<file path="config.mk">
export PLATFORM = sky130hd
export DESIGN_NAME = bit_serial_subtractor
export DESIGN_NICKNAME = d
export VERILOG_FILES = /design/src/rtl/bit_serial_subtractor.sv
export SDC_FILE = /design/constraint.sdc
export NUM_CORES = 1
export LEC_CHECK = 0
export ABC_AREA = 1
export BUFFER_PORTS_ARGS = -buffer_cell sky130_fd_sc_hd__buf_4
export CORE_MARGIN = 1.5
export CORE_UTILIZATION = 35
export DETAILED_ROUTE_END_ITERATION = 12
export PLACE_DENSITY_LB_ADDON = 0.15
export SKIP_CTS_REPAIR_TIMING = 1
export SYNTH_ARGS = -nofsm -noshare
export SYNTH_HDL_FRONTEND = slang
export SYNTH_SLANG_ARGS = --single-unit
</file>
<file path="constraint.sdc">
create_clock -name clk -period 1.9 [get_ports clk]
set_input_delay 0.38 -clock clk [delete_from_list [all_inputs] [get_ports clk]]
set_output_delay 0.38 -clock clk [all_outputs]
set_load 0.005 [all_outputs]
</file>
<file path="src/rtl/bit_serial_subtractor.sv">
// Bit-serial subtractor: diff = a - b - borrow_in, one full-subtractor slice per clock, LSB first.
// Optional signed-overflow output enabled by defining SUBTRACTOR_OVERFLOW_EN.
module bit_serial_subtractor #(
    parameter int WIDTH = 8
) (
    input  logic             clk,
    input  logic             rst_n,
    input  logic             in_valid,
    output logic             in_ready,
    input  logic [WIDTH-1:0] a,
    input  logic [WIDTH-1:0] b,
    input  logic             borrow_in,
    output logic             out_valid,
    input  logic             out_ready,
    output logic [WIDTH-1:0] diff,
    output logic             borrow_out
`ifdef SUBTRACTOR_OVERFLOW_EN
    ,
    output logic             overflow
`endif
);

    localparam int IW = (WIDTH > 1) ? $clog2(WIDTH) : 1;
    localparam logic [IW-1:0] LAST_IDX = IW'(WIDTH - 1);

    typedef enum logic [1:0] {
        IDLE,
        RUN,
        DONE
    } state_t;

    state_t state, state_next;

    logic [WIDTH-1:0] a_q, b_q;
    logic             br_q;
    logic [IW-1:0]    idx;
    logic             accept, last_bit;
    logic             a_bit, b_bit, d_bit, br_next;

    // NOTE: sequential state uses non-blocking assignments so every register
    // samples pre-edge values regardless of process ordering.
    always_ff @(posedge clk or negedge rst_n) begin
        if (!rst_n) state <= IDLE;
        else        state <= state_next;
    end

    // NOTE: every output of this block gets a default first; a missing
    // assignment on any path would infer a latch.
    always_comb begin
        state_next = state;
        in_ready   = 1'b0;
        out_valid  = 1'b0;
        case (state)
            IDLE: begin
                in_ready = 1'b1;
                if (in_valid) state_next = RUN;
            end
            RUN: begin
                if (idx == LAST_IDX) state_next = DONE;
            end
            DONE: begin
                out_valid = 1'b1;
                if (out_ready) state_next = IDLE;
            end
            default: state_next = IDLE;
        endcase
    end

    assign accept   = in_valid && in_ready;
    assign last_bit = (idx == LAST_IDX);

    // One full-subtractor slice on the latched operands.
    assign a_bit   = a_q[idx];
    assign b_bit   = b_q[idx];
    assign d_bit   = a_bit ^ b_bit ^ br_q;
    assign br_next = (~a_bit & b_bit) | (~(a_bit ^ b_bit) & br_q);

    // NOTE: these are plain flops (not a RAM), so all of them, including the
    // in-place diff register, take the async reset; an abort leaves no residue.
    always_ff @(posedge clk or negedge rst_n) begin
        if (!rst_n) begin
            a_q        <= '0;
            b_q        <= '0;
            br_q       <= 1'b0;
            idx        <= '0;
            diff       <= '0;
            borrow_out <= 1'b0;
`ifdef SUBTRACTOR_OVERFLOW_EN
            overflow   <= 1'b0;
`endif
        end else if (accept) begin
            a_q  <= a;
            b_q  <= b;
            br_q <= borrow_in;
            idx  <= '0;
        end else if (state == RUN) begin
            diff[idx] <= d_bit;
            br_q      <= br_next;
            if (last_bit) begin
                // idx parks at the MSB until the next accept.
                borrow_out <= br_next;
`ifdef SUBTRACTOR_OVERFLOW_EN
                overflow   <= (a_bit != b_bit) && (d_bit != a_bit);
`endif
            end else begin
                idx <= idx + IW'(1);
            end
        end
    end

endmodule
</file>
==> results <==
- The peak supply drop is 0.685 mV.
- The total negative slack for setup checks is 0 ns.
- The placer congestion estimate is 0.845.
- Measured in cells, the most critical reg-to-reg path has a length of 11.
- The later pin in the worst-skew pair is clocked with a latency of 0.28 ns.
- The power share of the combinational group is 49.8%.
- The required time of the critical path is 2.11 ns.
- Across every metal layer, demand over resource in global routing totals 15.8%.
- During synthesis, Yosys emitted a total of 0 warnings.
- The CTS tree is yes.
- The number of antenna violations at the first check in global routing is 0.
- The number of clock sinks is 31.
- Detailed placement ended at an HPWL of 2280 um.
- The routed wire length per instance is 11.7 um.
- The worst setup path startpoint is idx[0].
- The number of antenna diodes is 0.
- After synthesis, the mean cell area works out to 8.15 sq um.
- The count of final max-slew check failures is 0.
- The DRC violation count after routing is 0.
- Relative to the synthesized area, the layout overhead comes to 33.8%.
- The worst hold slack after final layout is 0.0219 ns.
- For this configuration, the core starts out at a cell density of 36.8%.
- The total internal power is 2.06 mW.
- For this design the top-level I/O count stands at 32.
- The post-detailed-routing wire length is 3260 um.
- Once layout is complete, the utilization of the core stands at 49.3%.
- In this run, synthesis produced a sequential element count of 31.
- The finished cells cover 1990 sq um.
- Measured along the x axis, the die boundary spans 68.1 um.
- The analysis attributes to cell leakage a power of 1.03 nW.
- The H-tree depth reported by CTS is 2.
- Counting the fill cells in the layout gives 413.
- The via count is 1287.
- The worst setup path is captured at a flop.
- In the routed layout, each cell is associated on average with a via count of 4.63.
- After synthesis, the largest area contributor takes up 52.3% of total cell area.
- The type of the most critical hold path is in -> async.
- In this run the power density over the cells is 1780 nW/um^2.
- The number of CTS-inserted buffers is 5.
- Along the worst path, the maximum fanout reaches 7.
- The detailed router finished its first iteration with 44 violations.
- The floorplan step defined a die boundary enclosing 4640 sq um.
- Registers take 779 sq um.
- The source of the worst register-to-register timing path is idx[0].
- After floorplanning, the core was divided into 23 placement rows.
- The clock edge transition at the registers on the reported setup and hold paths is 0.06 ns.
- Headroom to the max-slew limit came out at 73.4%.
- The final critical-path required period is 1.80 ns.
- Yosys mapped the design onto 23 distinct sky130hd cell types.
- The data arrival at the endpoint of the critical path is 2.01 ns.
- The critical path in this run is classified as reg -> reg.
- In this run switching power makes up 41.7% of total power.
- By count the netlist is led by sky130_fd_sc_hd__nand2_1, sky130_fd_sc_hd__dfrtp_1, sky130_fd_sc_hd__nand3_1, sky130_fd_sc_hd__nor2_1, sky130_fd_sc_hd__inv_1.
- The synthesized netlist net count is 206.
- Yosys attributes the largest share of cell area to sky130_fd_sc_hd__dfrtp_1, sky130_fd_sc_hd__nand2_1, sky130_fd_sc_hd__nand3_1, sky130_fd_sc_hd__nor2_1, sky130_fd_sc_hd__inv_1.
- In the final design database the tool counted 251 nets.
- The critical register-to-register path endpoint is diff[0].
- The clock arrives with 0.00248 ns of skew.
- The slew at the pin with the worst max-slew slack is 0.398 ns.
- The ratio of cells with drive above 1 in the final layout is 32.0%.
- The via count of the first global-routing pass is 1203.
- The flow ran to the end, and the final reports show no timing, DRC or antenna violations.
- The most frequent cell after synthesis is sky130_fd_sc_hd__nand2_1.
- The first detailed-routing pass took 4 iterations.
- In the synthesized netlist the dominant register cell turns out to be sky130_fd_sc_hd__dfrtp_1.
- After detailed placement, the total cell area comes to 1780 sq um.
- The buffer type at the clock tree root is sky130_fd_sc_hd__clkbuf_8.
- The first global-routing pass estimated 5360 um of wire.
- The type of element launching the critical path is a flop.
- In this run the power spent charging and discharging nets is 1.48 mW.
- The ratio of final minimum period to clock period is 94.8%.
- The fraction of registers with async set/reset is 100%.
- The number of hold violations in the final report is 0.
- The maximum number of pins on one net before global-route repair is 32.
- After synthesis, flip-flops and latches occupy 52.3% of the total area.
- The total area inside the core boundary comes to 4030 sq um.
- The leftover overflow at the end of global routing is 0.
- Max-cap violations in this run came to 0.
- The port buffer count is 31.
- The design draws 3.54 mW.
- The die is 68.1 um tall.
- The share of total power in sequential cells is 34.3%.
- The clock network fraction of total power is 15.9%.
- The final count of negative-setup-slack endpoints is 0.
- The most critical setup path has its endpoint at diff[0].
- The library cell occupying the most area in the post-synthesis netlist is sky130_fd_sc_hd__dfrtp_1.
- In the synthesized netlist, the number of instances is 182.
- In the final layout, the multi-input gates occupy 657 sq um.
- No sink is reached through more buffers than the 2 on the longest clock path.
- The achievable clock frequency is 555 MHz.
- Setup repair after global routing could not meet its margin everywhere.
- The count of flip-flops with a built-in enable after synthesis is 0.
- For flop-to-flop paths, the worst setup slack is 0.1 ns.
- The combined area of all synthesized cells is 1480 sq um.
- The residual antenna-violating net count after detailed routing is 0.
-- layer usage --
| layer | wire length [um] | global-route usage [%] | part of all wire [%] |
|---|---|---|---|
| met3 | 161 | 5.43 | 4.9 |
| met5 | 0 | 0 | 0 |
| met2 | 1490 | 23.9 | 46 |
| met4 | 42 | 6.00 | 1.3 |
| met1 | 1570 | 20.8 | 48 |
-- area by class of cell --
type / instances / area share [%]
multi-input combinational: 133 / 33.1
sequential: 31 / 39.3
clock buffer: 8 / 5.04
inverter: 12 / 2.90
tap: 50 / 3.15
timing repair buffer: 44 / 16.6
-- power by group through the flow --
stage / sequential, mW / combinational [mW] / clock (mW)
floorplan: 1.14 / 1.03 / 0
global placement: 1.20 / 1.44 / 0
detailed placement: 1.21 / 1.48 / 0
CTS: 1.20 / 1.48 / 0.574
global route: 1.25 / 2.00 / 0.608
finish: 1.21 / 1.77 / 0.563
-- worst min path at each step --
stage,cells past startpoint,start,endpoint
after floorplan,0,rst_n,a_q[0]
after global placement,1,rst_n,b_q[0]
after detailed placement,1,rst_n,state[0]
after CTS,1,rst_n,b_q[3]
after global routing,1,rst_n,state[0]
final,1,rst_n,b_q[0]
-- placed cells by master, fill, tap and decap left out, drive strengths merged --
cell / netlist / routed
a21oi: 2 / 2
buf: 6 / 44
clkbuf: 0 / 8
clkinv: 0 / 1
dfrtp: 31 / 31
fa: 1 / 1
ha: 2 / 2
inv: 12 / 11
nand2: 84 / 84
nand3: 10 / 10
nand4: 4 / 4
nor2: 12 / 12
nor3: 3 / 3
o211ai: 1 / 1
o21ai: 13 / 13
o31ai: 1 / 1
-- state kept, by name, summed over array words and instances (netlist names) --
name	cells
a_q	8
borrow_out	1
diff	8
state	2
br_q	1
b_q	8
idx	3
-- critical path, stage by stage (launching register included) --
cell                      delay [ns]
sky130_fd_sc_hd__dfrtp_2        0.41
sky130_fd_sc_hd__buf_6          0.15
sky130_fd_sc_hd__nand2_1        0.05
sky130_fd_sc_hd__nand2_1        0.06
sky130_fd_sc_hd__nand2_1        0.04
sky130_fd_sc_hd__nand2_1        0.08
sky130_fd_sc_hd__nand2_1        0.06
sky130_fd_sc_hd__nand2_1        0.07
sky130_fd_sc_hd__inv_2          0.04
sky130_fd_sc_hd__fa_1           0.56
sky130_fd_sc_hd__inv_4          0.08
sky130_fd_sc_hd__o21ai_1        0.12
-- metrics by stage --
stage / cells / setup slack (ns)
3_5_place_dp: 262 / -0.0899
5_1_grt: 278 / -0.0150
3_3_place_gp: 262 / -0.0294
2_1_floorplan: 182 / 0.124
4_1_cts: 270 / -0.0767
6_report: 278 / 0.0980
-- kinds of logic after synthesis --
| group | after synthesis | share of synthesized area, % |
|---|---|---|
| adders and majority gates | 3 | 3.04 |
| DFF | 31 | 52.3 |
| AOI/OAI and AO/OA | 17 | 6.83 |
| and+or+nand+nor | 113 | 32.0 |
| buffers and inverters | 18 | 5.82 |
(Power assumes the default switching activity.)
